<file path="config.mk">
export PLATFORM = sky130hd
export DESIGN_NAME = dsi_lanes_distributor_flat
export DESIGN_NICKNAME = d
export VERILOG_FILES = /design/src/rtl/dsi_lanes_distributor_pkg.sv /design/src/rtl/dsi_lanes_distributor_if.sv /design/src/rtl/dsi_lanes_distributor_buffer.sv /design/src/rtl/dsi_lanes_distributor.sv /design/src/flat_wrapper.sv
export SDC_FILE = /design/constraint.sdc
export NUM_CORES = 1
export LEC_CHECK = 0
export BUFFER_PORTS_ARGS = -buffer_cell sky130_fd_sc_hd__buf_2
export CORE_MARGIN = 8
export CORE_UTILIZATION = 46
export CTS_BUF_LIST = sky130_fd_sc_hd__clkbuf_8
export DETAILED_ROUTE_END_ITERATION = 12
export PLACE_DENSITY = 0.77
export SYNTH_ARGS = -nofsm -noshare
export SYNTH_HDL_FRONTEND = slang
export SYNTH_SLANG_ARGS = --single-unit
</file>
<file path="constraint.sdc">
create_clock -name clk_sys -period 3.5 [get_ports clk_sys]
set_input_delay 0.525 -clock clk_sys [delete_from_list [all_inputs] [get_ports clk_sys]]
set_output_delay 0.525 -clock clk_sys [all_outputs]
set_load 0.1 [all_outputs]
</file>
<file path="src/rtl/dsi_lanes_distributor_pkg.sv">
// dsi_lanes_pkg: shared types and constants for the DSI lane distributor.
//   state_t     - distributor FSM states
//   lane_cnt_t  - active lane count minus one
//   BUF_BYTES   - byte capacity of the staging FIFO
//   strb_bytes  - number of valid bytes in a thermometer-coded strobe
package dsi_lanes_pkg;

  typedef enum logic [1:0] {
    IDLE    = 2'd0,
    HS_RQST = 2'd1,
    SEND    = 2'd2,
    EOT     = 2'd3
  } state_t;

  typedef logic [1:0] lane_cnt_t;

  localparam int BUF_BYTES = 8;

  function automatic logic [2:0] strb_bytes(input logic [3:0] strb);
    return 3'(strb[0]) + 3'(strb[1]) + 3'(strb[2]) + 3'(strb[3]);
  endfunction

endpackage

</file>
<file path="src/rtl/dsi_lanes_distributor_if.sv">
// dsi_lanes_distributor_if: upstream word interface from the packet assembler.
//   iface_write_data  word, byte0 = [7:0] goes out first
//   iface_write_strb  thermometer byte strobe
//   iface_write_rqst  word valid
//   iface_last_word   last word of the burst (qualified by iface_write_rqst)
//   iface_data_rqst   distributor can accept a word this cycle
// Handshake: a word transfers on a rising clock edge where iface_write_rqst
// and iface_data_rqst are both high; iface_data_rqst never depends on
// iface_write_rqst.
interface dsi_lanes_distributor_if;
  logic [31:0] iface_write_data;
  logic [3:0]  iface_write_strb;
  logic        iface_write_rqst;
  logic        iface_last_word;
  logic        iface_data_rqst;

  modport master (
    output iface_write_data, iface_write_strb, iface_write_rqst, iface_last_word,
    input  iface_data_rqst
  );

  modport slave (
    input  iface_write_data, iface_write_strb, iface_write_rqst, iface_last_word,
    output iface_data_rqst
  );
endinterface

</file>
<file path="src/rtl/dsi_lanes_distributor_buffer.sv">
// dsi_byte_buffer: 8-byte FIFO with 0..4 byte write and 0..4 byte read per
// cycle. The caller guarantees no overflow and no read beyond fill.
//   clk_sys, rst  clock, synchronous active-high reset (empties the FIFO)
//   i_wr_n        number of bytes written from i_wr_data (low bytes first)
//   i_wr_data     write word
//   i_rd_n        number of bytes popped from the head
//   o_fill        bytes currently stored (0..8)
//   o_head        head window: byte k = k-th oldest stored byte
module dsi_byte_buffer
  import dsi_lanes_pkg::*;
(
  input  logic        clk_sys,
  input  logic        rst,
  input  logic [2:0]  i_wr_n,
  input  logic [31:0] i_wr_data,
  input  logic [2:0]  i_rd_n,
  output logic [3:0]  o_fill,
  output logic [31:0] o_head
);

  logic [7:0] r_mem [BUF_BYTES];
  logic [2:0] r_wr_ptr;
  logic [2:0] r_rd_ptr;
  logic [3:0] r_fill;

  // Storage carries no reset; pointers and fill define what is valid.
  always_ff @(posedge clk_sys) begin
    for (int i = 0; i < 4; i++) begin
      if (3'(i) < i_wr_n) r_mem[r_wr_ptr + 3'(i)] <= i_wr_data[8*i +: 8];
    end
  end

  always_ff @(posedge clk_sys) begin
    if (rst) begin
      r_wr_ptr <= '0;
      r_rd_ptr <= '0;
      r_fill   <= '0;
    end else begin
      r_wr_ptr <= r_wr_ptr + i_wr_n;
      r_rd_ptr <= r_rd_ptr + i_rd_n;
      r_fill   <= r_fill + {1'b0, i_wr_n} - {1'b0, i_rd_n};
    end
  end

  always_comb begin
    o_head = '0;
    for (int k = 0; k < 4; k++) o_head[8*k +: 8] = r_mem[r_rd_ptr + 3'(k)];
  end

  assign o_fill = r_fill;

endmodule

</file>
<file path="src/rtl/dsi_lanes_distributor.sv">
// dsi_lanes_distributor: buffers the assembled DSI byte stream and spreads it
// round-robin over 1..4 D-PHY data lanes, one byte per lane per cycle,
// requesting HS mode for the duration of the burst.
//   clk_sys, rst    clock, synchronous active-high reset
//   iface           upstream word interface (slave side)
//   lanes_number    active lanes minus one, latched at burst start
//   hs_rqst/hs_ready HS request to / SoT-EoT status from the PHY
//   lane_data/lane_valid/lane_last  registered per-lane byte outputs
//   underflow_err   sticky: lanes starved mid-burst
//   tx_byte_count, burst_count  statistics
//   dbg_state       current FSM state
// Optional feature: define DSI_DISTRIB_STATS_EN to build the statistics
// counters; otherwise both statistics ports read 0.
module dsi_lanes_distributor
  import dsi_lanes_pkg::*;
#(
  parameter int LANES_MAX = 4
) (
  input  logic                   clk_sys,
  input  logic                   rst,
  dsi_lanes_distributor_if.slave iface,
  input  lane_cnt_t              lanes_number,
  output logic                   hs_rqst,
  input  logic                   hs_ready,
  output logic [8*LANES_MAX-1:0] lane_data,
  output logic [LANES_MAX-1:0]   lane_valid,
  output logic [LANES_MAX-1:0]   lane_last,
  output logic                   underflow_err,
  output logic [31:0]            tx_byte_count,
  output logic [15:0]            burst_count,
  output state_t                 dbg_state
);

  state_t    r_state;
  lane_cnt_t r_n;
  logic      r_last_seen;
  logic      r_hs_rqst;
  logic      r_underflow;
  logic [8*LANES_MAX-1:0] r_lane_data;
  logic [LANES_MAX-1:0]   r_lane_valid;
  logic [LANES_MAX-1:0]   r_lane_last;

  logic        w_accept;
  logic [2:0]  w_wr_n;
  logic [2:0]  w_rd_n;
  logic [2:0]  w_n;
  logic [3:0]  w_fill;
  logic [31:0] w_head;
  logic        w_can_read;
  logic        w_underrun;
  logic        w_drain;

  assign w_accept = iface.iface_write_rqst & iface.iface_data_rqst;
  assign w_wr_n   = w_accept ? strb_bytes(iface.iface_write_strb) : 3'd0;
  assign w_n      = {1'b0, r_n} + 3'd1;

  // Once the last word is in, partial groups are flushed; before that a
  // partial group means the upstream is late and the lanes starve.
  assign w_can_read = (r_state == SEND) && ((w_fill >= {1'b0, w_n}) || r_last_seen);
  assign w_underrun = (r_state == SEND) && (w_fill < {1'b0, w_n}) && !r_last_seen;
  assign w_rd_n     = !w_can_read ? 3'd0 :
                      (w_fill < {1'b0, w_n}) ? w_fill[2:0] : w_n;
  // No writes happen after last_seen, so fill == rd_bytes empties the buffer.
  assign w_drain    = w_can_read && r_last_seen && (w_fill == {1'b0, w_rd_n});

  // The fill <= 4 gate keeps fill + 4 within the 8-byte buffer.
  always_comb begin
    iface.iface_data_rqst = 1'b0;
    case (r_state)
      IDLE:          iface.iface_data_rqst = 1'b1;
      HS_RQST, SEND: iface.iface_data_rqst = (w_fill <= 4'd4) && !r_last_seen;
      default:       iface.iface_data_rqst = 1'b0;
    endcase
  end

  dsi_byte_buffer u_buf (
    .clk_sys   (clk_sys),
    .rst       (rst),
    .i_wr_n    (w_wr_n),
    .i_wr_data (iface.iface_write_data),
    .i_rd_n    (w_rd_n),
    .o_fill    (w_fill),
    .o_head    (w_head)
  );

  always_ff @(posedge clk_sys) begin
    if (rst) begin
      r_state      <= IDLE;
      r_n          <= '0;
      r_last_seen  <= 1'b0;
      r_hs_rqst    <= 1'b0;
      r_underflow  <= 1'b0;
      r_lane_data  <= '0;
      r_lane_valid <= '0;
      r_lane_last  <= '0;
    end else begin
      r_lane_data  <= '0;
      r_lane_valid <= '0;
      r_lane_last  <= '0;
      if (w_accept && iface.iface_last_word) r_last_seen <= 1'b1;
      case (r_state)
        IDLE: begin
          if (w_accept) begin
            r_n       <= lanes_number;
            r_hs_rqst <= 1'b1;
            r_state   <= HS_RQST;
          end
        end
        HS_RQST: begin
          if (hs_ready) r_state <= SEND;
        end
        SEND: begin
          if (w_underrun) r_underflow <= 1'b1;
          for (int k = 0; k < LANES_MAX; k++) begin
            if (3'(k) < w_rd_n) begin
              r_lane_valid[k]       <= 1'b1;
              r_lane_last[k]        <= w_drain;
              r_lane_data[8*k +: 8] <= w_head[8*k +: 8];
            end
          end
          if (w_drain) begin
            r_hs_rqst <= 1'b0;
            r_state   <= EOT;
          end
        end
        EOT: begin
          if (!hs_ready) begin
            r_last_seen <= 1'b0;
            r_state     <= IDLE;
          end
        end
        default: r_state <= IDLE;
      endcase
    end
  end

  assign hs_rqst       = r_hs_rqst;
  assign lane_data     = r_lane_data;
  assign lane_valid    = r_lane_valid;
  assign lane_last     = r_lane_last;
  assign underflow_err = r_underflow;
  assign dbg_state     = r_state;

`ifdef DSI_DISTRIB_STATS_EN
  logic [31:0] r_tx_bytes;
  logic [15:0] r_bursts;

  always_ff @(posedge clk_sys) begin
    if (rst) begin
      r_tx_bytes <= '0;
      r_bursts   <= '0;
    end else begin
      r_tx_bytes <= r_tx_bytes + 32'(w_rd_n);
      if (w_drain) r_bursts <= r_bursts + 16'd1;
    end
  end

  assign tx_byte_count = r_tx_bytes;
  assign burst_count   = r_bursts;
`else
  assign tx_byte_count = '0;
  assign burst_count   = '0;
`endif

endmodule

</file>
<file path="src/flat_wrapper.sv">
// flat-port wrapper written by rule: the top's interface ports become plain ports
module dsi_lanes_distributor_flat import dsi_lanes_pkg::*;
#(
  parameter int LANES_MAX = 4
)
  (clk_sys, rst, lanes_number, hs_rqst, hs_ready, lane_data, lane_valid, lane_last, underflow_err, tx_byte_count, burst_count, dbg_state, iface_iface_write_data, iface_iface_write_strb, iface_iface_write_rqst, iface_iface_last_word, iface_iface_data_rqst);
  dsi_lanes_distributor_if iface_i ();
  input  logic clk_sys;
  input  logic rst;
  input  lane_cnt_t lanes_number;
  output logic hs_rqst;
  input  logic hs_ready;
  output logic [8*LANES_MAX-1:0] lane_data;
  output logic [LANES_MAX-1:0] lane_valid;
  output logic [LANES_MAX-1:0] lane_last;
  output logic underflow_err;
  output logic [31:0] tx_byte_count;
  output logic [15:0] burst_count;
  output state_t dbg_state;
  input wire logic [$bits(iface_i.iface_write_data)-1:0] iface_iface_write_data;
  input wire logic [$bits(iface_i.iface_write_strb)-1:0] iface_iface_write_strb;
  input wire logic [$bits(iface_i.iface_write_rqst)-1:0] iface_iface_write_rqst;
  input wire logic [$bits(iface_i.iface_last_word)-1:0] iface_iface_last_word;
  output wire logic [$bits(iface_i.iface_data_rqst)-1:0] iface_iface_data_rqst;
  assign iface_i.iface_write_data = iface_iface_write_data;
  assign iface_i.iface_write_strb = iface_iface_write_strb;
  assign iface_i.iface_write_rqst = iface_iface_write_rqst;
  assign iface_i.iface_last_word = iface_iface_last_word;
  assign iface_iface_data_rqst = iface_i.iface_data_rqst;
  dsi_lanes_distributor #(.LANES_MAX(LANES_MAX)) u_core (.clk_sys(clk_sys), .rst(rst), .iface(iface_i), .lanes_number(lanes_number), .hs_rqst(hs_rqst), .hs_ready(hs_ready), .lane_data(lane_data), .lane_valid(lane_valid), .lane_last(lane_last), .underflow_err(underflow_err), .tx_byte_count(tx_byte_count), .burst_count(burst_count), .dbg_state(dbg_state));
endmodule
</file>
* After elaboration in Yosys (flattened, before gate mapping) *
Memory sizes are Yosys's and may differ from the RTL's. A register that Yosys moved wholly into a read port is not among the register bits.
Cells that the tools add are included.

cells by class
  $add $sub $neg = 14
  $lt $le $gt $ge = 11
  equal/unequal tests = 8
  muxes and demuxes = 27
  bitwise gates (word level) = 6
  reductions and logical operators = 21

operators by type and width
  kind                                                                         number
  1-bit two-way mux                                                            17
  3-bit by 2-bit adder with 3-bit output, second input constant                4
  1-bit by 3-bit less-than comparator with 1-bit output, first input constant  4
  2-bit by 3-bit less-than comparator with 1-bit output, first input constant  4
  3-bit OR reduction                                                           4
  3-bit two-way mux                                                            3
  2-bit two-way mux                                                            4
  2-bit case mux with 4 select lines                                           1
  1-bit logical AND                                                            7
  3-bit by 1-bit adder with 3-bit output                                       2
  3-bit by 1-bit adder with 3-bit output, second input constant                2
  3-bit adder                                                                  2
  1-bit inverter                                                               5
  4-bit by 3-bit adder with 4-bit output                                       1
  2-bit == test, second input constant                                         2
  4-bit by 3-bit == test with 1-bit output                                     1
  4-bit by 3-bit >= comparator with 1-bit output                               1
  4-bit by 3-bit <= comparator with 1-bit output, second input constant        1
  4-bit by 3-bit less-than comparator with 1-bit output                        1
  2-bit by 1-bit inequality test with 1-bit output, second input constant      2
  2-bit inequality test, second input constant                                 2
  1-bit case mux with 2 select lines                                           2
  2-bit AND reduction                                                          2
  4-bit AND reduction                                                          1
  other kinds (11)                                                             12

word-level totals
  flip-flop bits (word level) = 25
  bits in writable memories = 64
  memories kept = 1

memories
  name                depth  bits a word  read ports  clocked after Yosys merged registers in  write ports  RTL line                            source
  u_core.u_buf.r_mem  8      8            4           4                                        4            dsi_lanes_distributor_buffer.sv:21  logic [7:0] r_mem [BUF_BYTES];

* Logic depth before layout (Yosys ltp) *
  word-level depth = 9
  gate-level depth with buffers = 15
  depth with buffers taken out = 15

* Cells and area by module *
Synthesis repeated with hierarchy kept, for this count alone.

second synthesis, totals
  cells, all modules = 808
  area total of the unflattened synthesis = 8500.7 µm²

modules (own cells, without submodules)
  module                 instances  cells an instance  area an instance (µm²)  sequential area each (µm²)
  dsi_byte_buffer        1          552                6153.4                  2122.0
  dsi_lanes_distributor  1          256                2347.3                  940.9

* Least setup slack after synthesis *
Ideal clock, no wire load.

  path type = reg2out
  start = register u_core.r_state[0], in the netlist u_core.dbg_state[0]
  end = output iface_iface_data_rqst
  data arrival time = 3205 ps
  slack = -230 ps
  cell stages (with the launch flop) = 6
  path buffers = 0
  path through = dfxtp_1 -> inv_1 -> ha_1 -> nor3b_4 -> a21oi_1 -> nor2_1

on the way
  word-level cells in the longest chain between the ends = 3
  elaborated cells on any way between the ends = 5
  classes of those cells = 2 x eq/ne; 1 x mux; 2 x reduce/logical

ends and longest elaborated chain
  what                                                                              RTL line                      source
  from (decl)                                                                       dsi_lanes_distributor.sv:34   state_t r_state;
  from (signal assigned)                                                            dsi_lanes_distributor.sv:88   r_state <= IDLE;
  from (signal assigned)                                                            dsi_lanes_distributor.sv:106  r_state <= HS_RQST;
  from (signal assigned)                                                            dsi_lanes_distributor.sv:110  if (hs_ready) r_state <= SEND;
  2-bit by 1-bit == test with 1-bit output / 2-bit == test (equally long branches)  dsi_lanes_distributor.sv:69   case (r_state)
  2-bit OR reduction                                                                dsi_lanes_distributor.sv:69
  1-bit case mux with 2 select lines (*)                                            dsi_lanes_distributor.sv:69
  to (decl)                                                                         flat_wrapper.sv:24            output wire logic [$bits(iface_i.iface_data_rqst)-1:0] iface_iface_data_rqst;

Every way passes the cells marked *; elsewhere a longest branch is shown, timed or not.

* Final worst setup path *
  start = register u_core.r_n[0]
  end = register u_core.u_buf.r_fill[3], in the netlist u_core.u_buf.o_fill[3]

on the way
  word-level cells in the longest chain between the ends = 6
  elaborated cells on any way between the ends = 8
  classes of those cells = 2 x add/sub; 2 x order compare; 2 x mux; 2 x reduce/logical

ends and longest elaborated chain
  what                                             RTL line                            source
  from (decl)                                      dsi_lanes_distributor.sv:35         lane_cnt_t r_n;
  from (signal assigned)                           dsi_lanes_distributor.sv:104        r_n <= lanes_number;
  2-bit by 1-bit adder with 3-bit output (*)       dsi_lanes_distributor.sv:55         assign w_n = {1'b0, r_n} + 3'd1;
  4-bit by 3-bit >= comparator with 1-bit output   dsi_lanes_distributor.sv:59         assign w_can_read = (r_state == SEND) && ((w_fill >= {1'b0, w_n}) || r_last_seen);
  1-bit logical OR                                 dsi_lanes_distributor.sv:59
  1-bit logical AND                                dsi_lanes_distributor.sv:59
  3-bit two-way mux (*)                            dsi_lanes_distributor.sv:61         assign w_rd_n = !w_can_read ? 3'd0 :
  4-bit by 3-bit subtractor with 4-bit output (*)  dsi_lanes_distributor_buffer.sv:41  r_fill <= r_fill + {1'b0, i_wr_n} - {1'b0, i_rd_n};
  to (signal assigned)                             dsi_lanes_distributor_buffer.sv:41
  to (decl)                                        dsi_lanes_distributor_buffer.sv:24  logic [3:0] r_fill;

Marks and branches as above.
A chain may end at the register's enable or synchronous reset.

==> flow_summary_export.csv <==
group,metric,value,unit
layout,drive_above_1_share,0.271,
yosys,yosysUniqueCellTypes,63,
job,max-cap-violations,0,
yosys,syn_area,9020,µm²
critical_path,worstSetupPathType,"reg2reg",
critical_path,crit_path_cell_trace,"ha_1 -> inv_1 -> ha_1 -> nor2b_1 -> o21a_1 -> nor2_1 -> o211ai_1 -> a21oi_2 -> fa_1 -> inv_1 -> ha_1 -> a21o_1 -> a21oi_1 -> xnor2_1 -> nor2_1",
critical_path,critPathBufInv,2,
yosys,synth_edf_count,64,
clock_tree,htreeDepth,4,
critical_path,cp_top_family,"adder cells",
route,viasPerCell,5.97,
die,dieArea,24300,µm²
die,fp.dieH,156,µm
timing,worstMarginPinSlew,0.849,ns
die,fp-row-count,51,
timing,final.setup_skew,0.0160,ns
critical_path,cp_max_fo,4,
layout,nets,979,
layout,antenna_cells,0,
clock_tree,cts_buffers,17,
critical_path,critPathMostFrequentCell,"ha_1",
clock_tree,clockRootBuffer,"clkbuf_8",
critical_path,r2r_cells,15,
die,die_w,156,µm
placement,dp_hpwl,18800,µm
clock_tree,cts_buffer_depth,2,
yosys,yosys_warnings,0,
layout,final_common_cell,"mux2i_1",
worst_hold_path,whs_endpoint,"u_core.r_n[1]",
die,boundaryPins,136,
global_route,grt-ovfl-total,0,
global_route,grt_pass1_wl,37700,µm
route,drtPass1Iterations,6,
pwr,power_density,660,nW/µm²
timing,max_freq,301,MHz
timing,report.final.hold_viol_count,0,
run_status,status,"finished clean",
critical_path,cp.required,3.84,ns
route,drc,0,
global_route,grt_start_max_net_pins,62,
worst_hold_path,hold_path.class,"in2reg",
critical_path,reg2reg_from,"u_core.r_n[0]",
pwr,seqPwrFrac,0.320,
global_route,grt.total_usage,0.195,
yosys,synth_seq_area_share,0.340,
route,post_drt_wl_per_cell,20.2,µm
critical_path,critPathLaunch,"u_core.r_n[0]",
clock_tree,clk_latency,0.45,ns
route,vias,7087,
clock_tree,cts.sink_count,121,
route,drt_iter0_drc,1058,
yosys,synth_top_cell_by_area,"edfxtp_1",
global_route,antenna_found_initial,0,
clock_tree,cts_tree,"yes",
yosys,avgSynthCellArea,10.7,µm²
layout,fin_cells,1188,
clock_tree,post_cts_buffers,0,
die,core_area,19300,µm²
pwr,sw_frac_of_total,0.461,
timing,slew_viol_final,0,
timing,rsz0062_at_grt,"yes",
critical_path,r2r-end,"u_core.u_buf.o_fill[3]",
pwr,ir_drop,0.321,mV
global_route,grt_pass1_vias,6769,
critical_path,startpoint_type,"register",
yosys,synth_area_leaders,"edfxtp_1 21%, mux4_2 16%, dfxtp_1 13%, mux2i_1 10%, a221oi_1 4.8%",
timing,slew_headroom,0.434,
placement,place_congestion,0.936,
yosys,ys_seq_elements,121,
critical_path,slowest_stage,"fa_1",
pwr,p_leak,3.58,nW
placement,port_buffers,87,
layout,synthToLayoutAreaGrowth,10.3,%
timing,post-route-period-util,0.948,
pwr,intPower,3.54,mW
clock_tree,hold_buffers,0,
timing,finalSetupViolCount,0,
worst_hold_path,hold_depth,3,
die,floorplan.initialDensity,0.466,
clock_tree,cts.clk_slew.worst_paths,0.09,ns
yosys,async_reset_ff_frac,0,
yosys,syn_inst,842,
placement,dpl.cell_count,1156,
yosys,yosys_most_used_dff,"edfxtp_1",
route,routed_wl,24000,µm
pwr,total_power,6.56,mW
critical_path,end_kind,"register",
critical_path,max_stage_delay,0.48,ns
route,ant_nets,0,
pwr,p_clk_frac,0.183,
pwr,p_sw,3.02,mW
layout,layout_common_cells,"91 x mux2i_1, 87 x buf_2, 64 x edfxtp_1, 63 x mux4_2, 61 x nor3_1",
yosys,synth_top_area_share,0.213,
critical_path,worstPathArrival,3.66,ns
worst_hold_path,hp-start,"lanes_number[1]",
critical_path,reg2reg_slack,0.18,ns
pwr,power_frac_comb,0.497,
timing,period_minus_slack,3.32,ns
power by group through the flow:
stage | logic, mW | clock network, mW | registers (mW)
after floorplan | 2.50 | 0 | 2.19
after CTS | 3.22 | 1.22 | 2.09
after global routing | 3.49 | 1.27 | 2.14
after global placement | 3.15 | 0 | 2.10
final | 3.26 | 1.20 | 2.10
after detailed placement | 3.21 | 0 | 2.13
cells in the mapped netlist, types with 3 or more instances:
master / instances
buf_1: 8
inv_1: 35
fa_1: 6
a221oi_1: 49
nor2b_1: 12
xnor2_1: 8
and2_1: 3
ha_1: 20
nand2_1: 35
mux2i_1: 91
or3_1: 3
buf_2: 29
clkbuf_2: 3
nor3_1: 62
clkbuf_1: 28
o21ai_0: 14
nand3b_1: 3
buf_4: 50
a21oi_1: 31
nor2_1: 56
nor2_4: 4
a21o_1: 3
nand3_1: 16
a211oi_1: 6
nand2b_1: 3
mux4_2: 63
o211ai_1: 10
mux2_2: 3
o22ai_1: 15
dfxtp_1: 57
o21ai_1: 5
o211a_1: 3
xor2_1: 5
edfxtp_1: 64
how the worst max path moves through the flow:
stage | to | depth (start not counted)
detailed placement | u_core.u_buf.o_fill[3] | 15
finish | u_core.u_buf.o_fill[3] | 15
floorplan | u_core.u_buf.o_fill[3] | 12
global placement | u_core.u_buf.o_fill[3] | 15
global route | u_core.u_buf.o_fill[3] | 15
CTS | u_core.u_buf.o_fill[3] | 15
sequential cells by signal, indices dropped and copies added, names as in the netlist, 2 cells and up:
signal                 cells
u_core.u_buf.r_mem        64
u_core.lane_data          32
u_core.lane_last           4
u_core.lane_valid          4
u_core.u_buf.o_fill        4
u_core.u_buf.r_rd_ptr      3
u_core.u_buf.r_wr_ptr      3
u_core.dbg_state           2
u_core.r_n                 2
metal layers:
layer,global-route usage,vias to the layer above,share of wire,wire length (µm)
li1,-,3265,-,-
met1,0.260,3351,0.42,10200
met2,0.302,434,0.46,11000
met3,0.0540,37,0.10,2520
met4,0.0615,0,0.015,351
met5,0,-,0,0
what timing repair did:
action / CTS / global route
gates resized for setup: 0 / 4
endpoints found under the hold margin: 0 / 0
setup endpoints to repair: 0 / 4
kinds of logic after synthesis:
family                   count (synthesis)  synth area share
XOR/XNOR                                14            0.0144
flip-flops                             121             0.340
multiplexers                           157             0.262
buffers and inverters                  156            0.0919
AO/OA/AOI/OAI                          151             0.125
other                                    1          0.000416
adder cells (fa/ha/maj)                 26            0.0411
AND/OR/NAND/NOR                        216             0.125
worst reg2reg max path: stages (launching register included):
cell and delay (ns):
dfxtp_1 0.33, ha_1 0.33, inv_1 0.08, ha_1 0.30, nor2b_1 0.14, o21a_1 0.21
nor2_1 0.16, o211ai_1 0.13, a21oi_2 0.26, fa_1 0.48, inv_1 0.09, ha_1 0.22
a21o_1 0.15, a21oi_1 0.16, xnor2_1 0.13, nor2_1 0.05
layout make-up:
cell class | count | area, µm²
tap | 265 | 332
multi-input combinational | 612 | 5320
clock buffer | 17 | 234
inverter | 36 | 135
clock inverter | 15 | 145
timing repair buffer | 122 | 711
fill | 1732 | 9390
sequential | 121 | 3070
through the flow:
| stage | hold slack, ns | setup TNS, ns | area (µm²) | setup slack (ns) | utilization |
|---|---|---|---|---|---|
| after floorplan | 0.440 | 0 | 9200 | 0.250 | - |
| after global placement | 0.453 | 0 | 9550 | 0.188 | 0.494 |
| after detailed placement | 0.461 | 0 | 9550 | 0.0737 | 0.494 |
| after CTS | 0.310 | 0 | 9930 | 0.0760 | 0.514 |
| after global routing | 0.348 | -0.0277 | 9940 | -0.0277 | 0.514 |
| final | 0.341 | 0 | 9940 | 0.182 | 0.514 |
(Power assumes the default switching activity.)
